===== src/rtl/mem_arb_pkg.sv =====
// Shared types and constants for the unified memory arbiter.
package mem_arb_pkg;

  // Who won the memory port in a given cycle.
  typedef enum logic [1:0] {
    GS_NONE = 2'd0,
    GS_DATA = 2'd1,
    GS_INST = 2'd2
  } gnt_state_e;

  // Return-tag source encodings.
  localparam logic SRC_IF = 1'b0;
  localparam logic SRC_D  = 1'b1;

  // One in-flight access: valid only for reads that will return data.
  typedef struct packed {
    logic valid;
    logic src;
  } tag_t;

endpackage


===== src/rtl/arb_tag_pipe.sv =====
// Return-tag shift register: one entry per cycle of memory latency, head is the
// access whose read data is on mem_rdata this cycle. Flush kills fetch entries.
module arb_tag_pipe
  import mem_arb_pkg::*;
#(
  parameter int unsigned Depth = 1
) (
  input  logic clk_i,
  input  logic rst_ni,
  input  tag_t push_i,
  input  logic flush_i,
  output tag_t head_o
);

  tag_t [Depth-1:0] pipe_q, pipe_d;

  function automatic tag_t squash(input tag_t t, input logic flush);
    tag_t r;
    r = t;
    if (flush && (t.src == SRC_IF)) begin
      r.valid = 1'b0;
    end
    return r;
  endfunction

  // Shift toward the head, clearing fetch entries (including the new one) on flush.
  always_comb begin
    pipe_d    = pipe_q;
    pipe_d[0] = squash(push_i, flush_i);
    for (int unsigned i = 1; i < Depth; i++) begin
      pipe_d[i] = squash(pipe_q[i-1], flush_i);
    end
  end

  // Tag storage; reset drops every pending return.
  always_ff @(posedge clk_i or negedge rst_ni) begin
    if (!rst_ni) begin
      pipe_q <= '0;
    end else begin
      pipe_q <= pipe_d;
    end
  end

  assign head_o = pipe_q[Depth-1];

endmodule


===== src/rtl/unified_mem_arbiter.sv =====
// Arbitrates one single-ported unified memory between fetch (IF) and the
// load/store port, routing read data back after a fixed latency.
module unified_mem_arbiter
  import mem_arb_pkg::*;
#(
  parameter int unsigned ADDR_W     = 32,
  parameter int unsigned DATA_W     = 32,
  parameter int unsigned MEM_LAT    = 1,
  parameter int unsigned STARVE_MAX = 4
) (
  input  logic              clock,
  input  logic              reset,
  input  logic              if_req,
  input  logic [ADDR_W-1:0] if_addr,
  output logic              if_gnt,
  output logic              if_rvalid,
  output logic [DATA_W-1:0] if_rdata,
  output logic              stall_if,
  input  logic              d_req,
  input  logic              d_we,
  input  logic [ADDR_W-1:0] d_addr,
  input  logic [DATA_W-1:0] d_wdata,
  output logic              d_gnt,
  output logic              d_rvalid,
  output logic [DATA_W-1:0] d_rdata,
  output logic              stall_mem,
  input  logic              flush,
  output logic              mem_en,
  output logic              mem_we,
  output logic [ADDR_W-1:0] mem_addr,
  output logic [DATA_W-1:0] mem_wdata,
  input  logic [DATA_W-1:0] mem_rdata
);

  localparam logic [2:0] StarveMax = 3'(STARVE_MAX);

  logic [2:0]        starve_q, starve_d;
  gnt_state_e        state_q, state_d;
  logic              if_force;
  tag_t              push, head;
  logic [DATA_W-1:0] if_rdata_q, d_rdata_q;

  // Data wins unless IF has waited STARVE_MAX cycles; reset blocks all grants.
  always_comb begin
    if_force  = if_req && (starve_q == StarveMax);
    d_gnt     = reset && d_req && !if_force;
    if_gnt    = reset && if_req && !d_gnt;
    stall_if  = reset && if_req && !if_gnt;
    stall_mem = reset && d_req && !d_gnt;
  end

  // Next starvation count and grant state.
  always_comb begin
    starve_d = 3'd0;
    if (if_req && !if_gnt) begin
      starve_d = (starve_q == StarveMax) ? starve_q : starve_q + 3'd1;
    end
    if (d_gnt) begin
      state_d = GS_DATA;
    end else if (if_gnt) begin
      state_d = GS_INST;
    end else begin
      state_d = GS_NONE;
    end
  end

  // Grant state machine and starvation counter.
  always_ff @(posedge clock or negedge reset) begin
    if (!reset) begin
      state_q  <= GS_NONE;
      starve_q <= 3'd0;
    end else begin
      state_q  <= state_d;
      starve_q <= starve_d;
    end
  end

  // Drive the memory with the winner's fields; everything low when idle.
  always_comb begin
    mem_en    = 1'b0;
    mem_we    = 1'b0;
    mem_addr  = '0;
    mem_wdata = '0;
    if (d_gnt) begin
      mem_en    = 1'b1;
      mem_we    = d_we;
      mem_addr  = d_addr;
      mem_wdata = d_wdata;
    end else if (if_gnt) begin
      mem_en   = 1'b1;
      mem_addr = if_addr;
    end
  end

  // Only reads carry a valid return tag.
  always_comb begin
    push.valid = (d_gnt && !d_we) || if_gnt;
    push.src   = d_gnt ? SRC_D : SRC_IF;
  end

  arb_tag_pipe #(
    .Depth (MEM_LAT)
  ) u_tag_pipe (
    .clk_i   (clock),
    .rst_ni  (reset),
    .push_i  (push),
    .flush_i (flush),
    .head_o  (head)
  );

  // Route the returning word to its requester; the other port keeps its last word.
  always_comb begin
    if_rvalid = head.valid && (head.src == SRC_IF);
    d_rvalid  = head.valid && (head.src == SRC_D);
    if_rdata  = if_rvalid ? mem_rdata : if_rdata_q;
    d_rdata   = d_rvalid ? mem_rdata : d_rdata_q;
  end

  // Hold registers for the read-data outputs.
  always_ff @(posedge clock or negedge reset) begin
    if (!reset) begin
      if_rdata_q <= '0;
      d_rdata_q  <= '0;
    end else begin
      if (if_rvalid) begin
        if_rdata_q <= mem_rdata;
      end
      if (d_rvalid) begin
        d_rdata_q <= mem_rdata;
      end
    end
  end

  // An IF win always restarts the starvation count.
  assert property (@(posedge clock) disable iff (!reset)
                   (state_q == GS_INST) |-> (starve_q == 3'd0));

endmodule


===== config.mk =====
export PLATFORM = sky130hd
export DESIGN_NAME = unified_mem_arbiter
export DESIGN_NICKNAME = d
export VERILOG_FILES = /design/src/rtl/mem_arb_pkg.sv /design/src/rtl/arb_tag_pipe.sv /design/src/rtl/unified_mem_arbiter.sv
export SDC_FILE = /design/constraint.sdc
export NUM_CORES = 1
export LEC_CHECK = 0
export ABC_AREA = 0
export CORE_AREA = 2 2 105 107
export DETAILED_ROUTE_END_ITERATION = 10
export DIE_AREA = 0 0 107 109
export PLACE_DENSITY = 0.79
export SYNTH_ARGS = -nofsm -noshare
export SYNTH_HDL_FRONTEND = slang
export SYNTH_SLANG_ARGS = --single-unit

===== constraint.sdc =====
create_clock -name clock -period 4.9 [get_ports clock]
set_input_delay 0.98 -clock clock [delete_from_list [all_inputs] [get_ports clock]]
set_output_delay 0.98 -clock clock [all_outputs]
set_load 0.02 [all_outputs]

==> impl_metrics.yaml, run 1 <==
global_routing:
  grt_usage: 0.2201
  grt_pass1_vias: 3194
  grt_pass1_wl_mm: 18.73
  grt-ovfl-total: 0
  antenna_found_initial: 1
  grt_max_degree: 69
sta:
  finalSetupTns_ps: 0
  grt_setup_unrepaired: "no"
  report.final.slew_viol_count: 0
  fin_crit_sh: 0.8883
  skew_ps: 14.78
  hold_violations: 0
  period_needed_ps: 4353
  max_freq_mhz: 229.8
  hold_ws_ps: 465.7
  tightest_slew_ps: 986.3
  max_slew_margin: 0.3411
  setup_viol: 0
detailed_routing:
  dr.pass1.iters: 4
  drtIter0Drc: 111
  routed-via-count: 3034
  drc: 0
  via_per_inst: 4.611
  routedWlPerCell_um: 19.73
  routed_wl_mm: 12.98
  drtAntennaViolNets: 0
run:
  maxCapViolations: 0
placed_design:
  gp_congestion: 0.8440
  portBuffers: 269
  place_hpwl_mm: 10.63
floorplanning:
  ios: 270
  row_count: 38
  core_um2: 10600
  design.die.area_um2: 11660
  die_x_um: 107
  die_y_um: 109
  start_util: 0.3051
worst_setup_path:
  crit_fanout: 24
  critPathArrivalTime_ps: 3370
  worst-setup-path-type: "in2out"
  endpoint_kind: "output port"
  critical_path_required_ps: 3920
  start_kind: "input pin"
power:
  ir_drop_mv: 0.1902
  power.density_nw_per_um2: 353.5
  p_leak_nw: 2.527
  power.share.sequential: 0.329
  power_frac_clock: 0.262
  p_comb_frac: 0.408
  switching_share: 0.3064
  p_sw_w: 0.0006807
  p_int_w: 0.001541
logic_synthesis:
  synth_flop_cell: "dfrtp_1"
  synth-edff-count: 0
  async_reset_ff_frac: 1.000
  syn_nets: 385
  syn_inst: 249
  ys_seq_elements: 69
  yosysSeqAreaShare: 0.5338
  syn_area_per_cell_um2: 12.99
  synth_cell_types: 23
  synth.cell_area_um2: 3234
  yosysWarnings: 0
clock_network:
  clkSinkCount: 69
  cts_made_buffers: 9
  cts_tree: "built"
  h-tree-depth: 3
  cts_resized: 0
  clock-root-buffer: "clkbuf_8"
  path_clk_slew_ps: 70
  hold_buffers: 0
  clk_path_buf_depth: 2
  post_cts_buffers: 0
  clk_latency_ps: 350
run_status:
  status: "completed"
final_layout:
  final_cell_mix: "268 x clkdlybuf4s50_1, 69 x dfrtp_1, 64 x mux2_2"
  area_delta_synth_final_pct: 94.31
  mostFrequentLayoutCell: "clkdlybuf4s50_1"
  drive_above_1_share: 0.1683
  nNetsFinal: 648
  fill_cells: 858
worst_hold_path:
  hp-class: "in2async"
power groups by stage:
| stage | clock network, W | registers, W | logic (W) |
|---|---|---|---|
| after floorplan | 0 | 0.000731 | 0.000432 |
| after detailed placement | 0 | 0.000745 | 0.000915 |
| after global placement | 0 | 0.000737 | 0.000904 |
| after CTS | 0.000597 | 0.000733 | 0.000918 |
| final | 0.000582 | 0.000732 | 0.000908 |
| after global routing | 0.000630 | 0.000746 | 0.000956 |
metrics by stage:
| step | cells | utilization | area (um2) | total power (W) | setup WS [ps] |
|---|---|---|---|---|---|
| after global routing | 657 | 0.5925 | 6282 | 0.002332 | 444.9 |
| after global placement | 641 | 0.5686 | 6028 | 0.001640 | 579.3 |
| after detailed placement | 641 | 0.5686 | 6028 | 0.001660 | 561.1 |
| after CTS | 657 | 0.5925 | 6282 | 0.002249 | 555.1 |
| after floorplan | 249 | - | 3234 | 0.001164 | 1870 |
| final | 658 | 0.5928 | 6285 | 0.002222 | 547.5 |
cell type report:
cell class	count	area, um2	share of cell area
Multi-Input combinational cell	157	1390	0.2212
Antenna cell	1	2.502	0.0003982
Sequential cell	69	1727	0.2747
Clock inverter	6	116.4	0.01851
Tap cell	140	175.2	0.02787
Inverter	3	11.26	0.001792
Clock buffer	10	137.6	0.02190
Timing Repair Buffer	272	2725	0.4336
flip-flops by register name (all words and copies together) (netlist names):
register / count
d_rdata_q: 32
if_rdata_q: 32
starve_q: 3
u_tag_pipe.head_o: 2
per-layer routing:
metal | track usage | vias to the layer above | part of all wire
met5 | 0 | - | 0
met2 | 0.3922 | 152 | 0.52
met3 | 0.07233 | 22 | 0.086
met4 | 0.1058 | 0 | 0.037
met1 | 0.2356 | 1449 | 0.35
li1 | - | 1411 | -
worst paths after layout:
check	slack, ps	cells past startpoint	end	from
hold reg to reg	500	1	d_rdata_q[5]	d_rdata_q[5]
setup reg to reg	3070	6	starve_q[2]	starve_q[0]
setup / recovery	550	6	mem_addr[22]	if_req
max in group asynchronous	3380	2	if_rdata_q[6]	reset
min in group clock	500	1	d_rdata_q[5]	d_rdata_q[5]
hold / removal	470	1	if_rdata_q[31]	reset
cells by family after synthesis:
kind of cell | Yosys count | share of synthesized area
adder cells (fa/ha/maj) | 2 | 0.007736
AND/OR/NAND/NOR | 53 | 0.09633
AO/OA/AOI/OAI | 38 | 0.09981
multiplexers | 64 | 0.2228
buffers and inverters | 23 | 0.03946
flip-flops | 69 | 0.5339
critical path, stage by stage:
cell,delay (ps)
clkdlybuf4s50_1,690
nand2_1,110
nor2_2,490
buf_12,240
a22o_1,220
clkdlybuf4s50_1,630
synthesized netlist by cell type (all sizes together), types with 2 or more instances:
cell     n  area share
buf     16       0.031
nor2b    2      0.0039
a22o    32       0.087
and3     2      0.0054
inv      3      0.0035
o32ai    2      0.0054
nor2     3      0.0035
dfrtp   69        0.53
o21ai    2      0.0031
and2    33       0.064
nand3    4      0.0062
ha       2      0.0077
clkbuf   4      0.0054
mux2    64        0.22
nand2    6      0.0070
Power figures use the tool's default switching activity.
==> inputs of run 2 (changes only) <==
--- a/config.mk
+++ b/config.mk
@@ -5,11 +5,14 @@
 export SDC_FILE = /design/constraint.sdc
 export NUM_CORES = 1
 export LEC_CHECK = 0
-export ABC_AREA = 0
-export CORE_AREA = 2 2 105 107
+export CELL_PAD_IN_SITES_DETAIL_PLACEMENT = 0
+export CELL_PAD_IN_SITES_GLOBAL_PLACEMENT = 2
+export CORE_ASPECT_RATIO = 0.9
+export CORE_MARGIN = 2
+export CORE_UTILIZATION = 19
+export CTS_CLUSTER_SIZE = 16
 export DETAILED_ROUTE_END_ITERATION = 10
-export DIE_AREA = 0 0 107 109
-export PLACE_DENSITY = 0.79
+export PLACE_DENSITY = 0.87
 export SYNTH_ARGS = -nofsm -noshare
 export SYNTH_HDL_FRONTEND = slang
 export SYNTH_SLANG_ARGS = --single-unit
==> impl_metrics.yaml, run 2 (synthesis gave the netlist of run 1 again) <==
power:
  p_total_w: 0.002229
  power.density_nw_per_um2: 348.7
  p_leak_nw: 2.540
  ir_drop_mv: 0.1265
final_layout:
  antenna_cells: 0
  final_cell_mix: "268 x clkdlybuf4s50_1, 69 x dfrtp_1, 64 x mux2_2"
  area_delta_synth_final_pct: 97.60
  nNetsFinal: 649
  fill_cells: 1616
  mostFrequentLayoutCell: "clkdlybuf4s50_1"
  drive_above_1_share: 0.1644
  reg_top3: "d_rdata_q (32), if_rdata_q (32), starve_q (3)"
floorplanning:
  die_x_um: 141.5
  die_y_um: 127.8
  core_um2: 16780
  row_count: 45
  start_util: 0.1928
  ios: 270
  design.die.area_um2: 18080
clock_network:
  path_clk_slew_ps: 60
  cts_tree: "built"
  clk_latency_ps: 320
  clk_path_buf_depth: 2
  clock-root-buffer: "clkbuf_16"
  h-tree-depth: 3
  cts_resized: 0
  hold_buffers: 0
  clkSinkCount: 69
  cts_made_buffers: 9
  post_cts_buffers: 0
sta:
  fin_crit_sh: 0.8480
  hold_violations: 0
  max_freq_mhz: 240.7
  finalSetupTns_ps: 0
  grt_setup_unrepaired: "no"
  report.final.slew_viol_count: 0
  setup_viol: 0
  max_slew_margin: 0.3015
  tightest_slew_ps: 1046
  skew_ps: 7.726
  period_needed_ps: 4155
worst_setup_path:
  r2r-end: "if_rdata_q[3]"
  critPathArrivalTime_ps: 3180
  critPathSlowestCell: "clkdlybuf4s50_1"
  critical_path_required_ps: 3920
  crit_family: "buffers and inverters"
  critPathBufInv: 3
  critical_path.max_stage_delay_ps: 620
  r2r_slack_ps: 3090
  r2r_cells: 2
  start_kind: "input pin"
  worst-setup-path-type: "in2out"
  critPathMostFrequentCell: "clkdlybuf4s50_1"
  path_cells: "clkdlybuf4s50_1 -> buf_4 -> nand3_1 -> and3_4 -> a22o_1 -> clkdlybuf4s50_1"
  endpoint_kind: "output port"
  crit_fanout: 68
  rr_startpoint: "u_tag_pipe.head_o[0]"
detailed_routing:
  drtIter0Drc: 75
  drtAntennaViolNets: 0
  via_per_inst: 4.140
  routed_wl_mm: 11.21
  routedWlPerCell_um: 15.40
  dr.pass1.iters: 4
  drc: 0
  routed-via-count: 3014
global_routing:
  grt_pass1_vias: 3084
  grt_usage: 0.1201
  antenna_found_initial: 0
  grt_pass1_wl_mm: 16.95
  grt-ovfl-total: 0
  grt_max_degree: 75
run:
  maxCapViolations: 0
placed_design:
  place_hpwl_mm: 8.727
  gp_congestion: 0.7739
  portBuffers: 269
run_status:
  status: "completed"
worst_hold_path:
  hp-class: "in2async"
[run 2: through the flow]
step	utilization	std cells	hold WS, ps	setup slack (ps)	area, um2
3_5_place_dp	0.3643	713	483.4	706.3	6112
2_1_floorplan	-	249	531.7	1870	3234
5_1_grt	0.3809	728	424.4	589.7	6391
3_3_place_gp	0.3643	713	478.4	762.2	6112
4_1_cts	0.3809	728	420.4	708.2	6391
6_report	0.3809	728	442.9	744.6	6391
[run 2: worst register-to-register path, stage by stage, from the launching register on]
cell	delay [ps]
dfrtp_1	400
nor2b_4	820
mux2_2	460
[run 2: final cells by class]
class | instances | area, um2 | share of cell area
Sequential cell | 69 | 1727 | 0.2702
Timing Repair Buffer | 273 | 2720 | 0.4256
Clock inverter | 1 | 5.005 | 0.0007831
Clock buffer | 14 | 274.0 | 0.04287
Tap cell | 211 | 264.0 | 0.04131
Inverter | 3 | 11.26 | 0.001762
Multi-Input combinational cell | 157 | 1390 | 0.2175
[run 2: per-layer routing]
metal | wire length (um) | track usage
met5 | 0 | 0
met4 | 176 | 0.03706
met3 | 760 | 0.03511
met2 | 6064 | 0.2193
met1 | 4211 | 0.1352
[run 2: worst max path at each step]
| stage | slack (ps) | from | to | depth (start not counted) |
|---|---|---|---|---|
| global route | 590 | if_req | mem_addr[20] | 6 |
| global placement | 760 | if_req | mem_addr[22] | 6 |
| detailed placement | 710 | if_req | mem_addr[22] | 6 |
| floorplan | 1870 | reset | mem_wdata[22] | 5 |
| finish | 740 | if_req | mem_addr[22] | 6 |
| CTS | 710 | if_req | mem_addr[22] | 6 |
[run 2: power by group]
group          leakage (nW)  internal (W)  total, W  switching, W
clock                 0.139      0.000380  0.000597      0.000217
sequential            0.817      0.000702  0.000733     0.0000308
combinational          1.58      0.000484  0.000899      0.000415
total                  2.54       0.00157   0.00223      0.000663
==> inputs of run 3 (changes only) <==
--- a/config.mk
+++ b/config.mk
@@ -9,10 +9,10 @@
 export CELL_PAD_IN_SITES_GLOBAL_PLACEMENT = 2
 export CORE_ASPECT_RATIO = 0.9
 export CORE_MARGIN = 2
-export CORE_UTILIZATION = 19
+export CORE_UTILIZATION = 16
 export CTS_CLUSTER_SIZE = 16
 export DETAILED_ROUTE_END_ITERATION = 10
-export PLACE_DENSITY = 0.87
+export PLACE_DENSITY = 0.78
 export SYNTH_ARGS = -nofsm -noshare
 export SYNTH_HDL_FRONTEND = slang
 export SYNTH_SLANG_ARGS = --single-unit
==> constraint.sdc (replaced) <==
create_clock -name clock -period 3.7 [get_ports clock]
set_input_delay 0.74 -clock clock [delete_from_list [all_inputs] [get_ports clock]]
set_output_delay 0.74 -clock clock [all_outputs]
set_load 0.02 [all_outputs]
==> impl_metrics.yaml, run 3 (synthesis gave the netlist of run 1 again) <==
run_status:
  status: "complete, but fails checks"
  violations: "DRC"
sta:
  max_freq_mhz: 281.8
  tightest_slew_ps: 891.2
  report.final.slew_viol_count: 0
  skew_ps: 7.930
  period_needed_ps: 3549
  finalSetupTns_ps: 0
  worst_slack_ps: 150.9
  setup_viol: 0
  fin_crit_sh: 0.9592
  hold_violations: 0
  max_slew_margin: 0.4059
  grt_setup_unrepaired: "no"
global_routing:
  grt_pass1_vias: 3380
  grt-ovfl-total: 0
  antenna_found_initial: 0
  grt_usage: 0.1294
  grt_pass1_wl_mm: 20.83
  grt_max_degree: 69
final_layout:
  fill_cells: 1987
  mostFrequentLayoutCell: "clkdlybuf4s50_1"
  nNetsFinal: 651
  area_delta_synth_final_pct: 101.4
  final_cells: 775
  final_cell_mix: "251 x clkdlybuf4s50_1, 69 x dfrtp_1, 64 x mux2_2"
  ff_latch_area_um2: 1727
  antenna_cells: 0
  drive_above_1_share: 0.2058
  fin_util: 0.3269
  reg_top3: "d_rdata_q (32), if_rdata_q (32), starve_q (3)"
  multi_input_area_um2: 1390
worst_setup_path:
  start_kind: "input pin"
  rr_startpoint: "u_tag_pipe.head_o[0]"
  critPathArrivalTime_ps: 2810
  r2r-end: "if_rdata_q[28]"
  crit_fanout: 52
  critical_path_required_ps: 2960
  startpoint: "d_req"
  worst-setup-path-type: "in2out"
  r2r_cells: 3
  endpoint_kind: "output port"
  r2r_slack_ps: 2080
floorplanning:
  die_y_um: 138.9
  ios: 270
  design.die.area_um2: 21370
  row_count: 49
  core_um2: 19930
  start_util: 0.1623
  die_x_um: 153.9
clock_network:
  clock-root-buffer: "clkbuf_16"
  clk_path_buf_depth: 2
  hold_buffers: 0
  cts_resized: 0
  clkSinkCount: 69
  path_clk_slew_ps: 60
  cts_tree: "built"
  clk_latency_ps: 340
  h-tree-depth: 3
  post_cts_buffers: 0
  cts_made_buffers: 9
power:
  ir_drop_mv: 0.2493
  power.density_nw_per_um2: 486.7
  p_total_w: 0.003170
  p_leak_nw: 2.615
detailed_routing:
  dr.pass1.iters: 7
  via_per_inst: 3.939
  routed-via-count: 3053
  routed_wl_mm: 13.84
  drtAntennaViolNets: 0
  drtIter0Drc: 96
  routedWlPerCell_um: 17.85
  drc: 2
worst_hold_path:
  hp-class: "in2async"
placed_design:
  pre_cts_ws_ps: 133.4
  portBuffers: 269
  dpl.cell_count: 759
  place_hpwl_mm: 11.53
  gp_congestion: 0.8398
run:
  maxCapViolations: 0
[run 3: worst max-delay path: stages]
cell             delay, ps
clkdlybuf4s50_1        570
and3_4                 540
a22o_1                 300
clkdlybuf4s50_1        630
[run 3: cell type report]
class | instances | share of cell area
Inverter | 3 | 0.001729
Clock inverter | 6 | 0.01690
Timing Repair Buffer | 275 | 0.4172
Clock buffer | 10 | 0.03669
Multi-Input combinational cell | 157 | 0.2134
Sequential cell | 69 | 0.2651
Tap cell | 255 | 0.04898
[run 3: worst max-delay path by stage]
stage / end / slack, ps
3_5_place_dp: mem_addr[10] / 130
5_1_grt: mem_addr[31] / 50
6_report: mem_addr[10] / 150
2_1_floorplan: mem_wdata[22] / 1150
3_3_place_gp: mem_addr[10] / 180
4_1_cts: mem_addr[10] / 120
[run 3: stage by stage]
stage,hold WS [ps],cell area [um2]
finish,214.9,6514
floorplan,444.4,3234
global placement,478.5,6165
global route,200.5,6514
CTS,199.8,6514
detailed placement,483.4,6165
[run 3: metal layers]
layer,share of wire,global-route usage,vias to the layer above
li1,-,-,1418
met1,0.37,0.1390,1452
met2,0.52,0.2335,170
met3,0.090,0.05094,13
met4,0.018,0.04083,0
met5,0,0,-
[run 3: power breakdown]
group,switching [W],total (W),leakage [nW],internal [W]
Sequential,0.0000409,0.000970,0.817,0.000929
Combinational,0.000565,0.00121,1.63,0.000641
Clock,0.000321,0.000995,0.165,0.000675
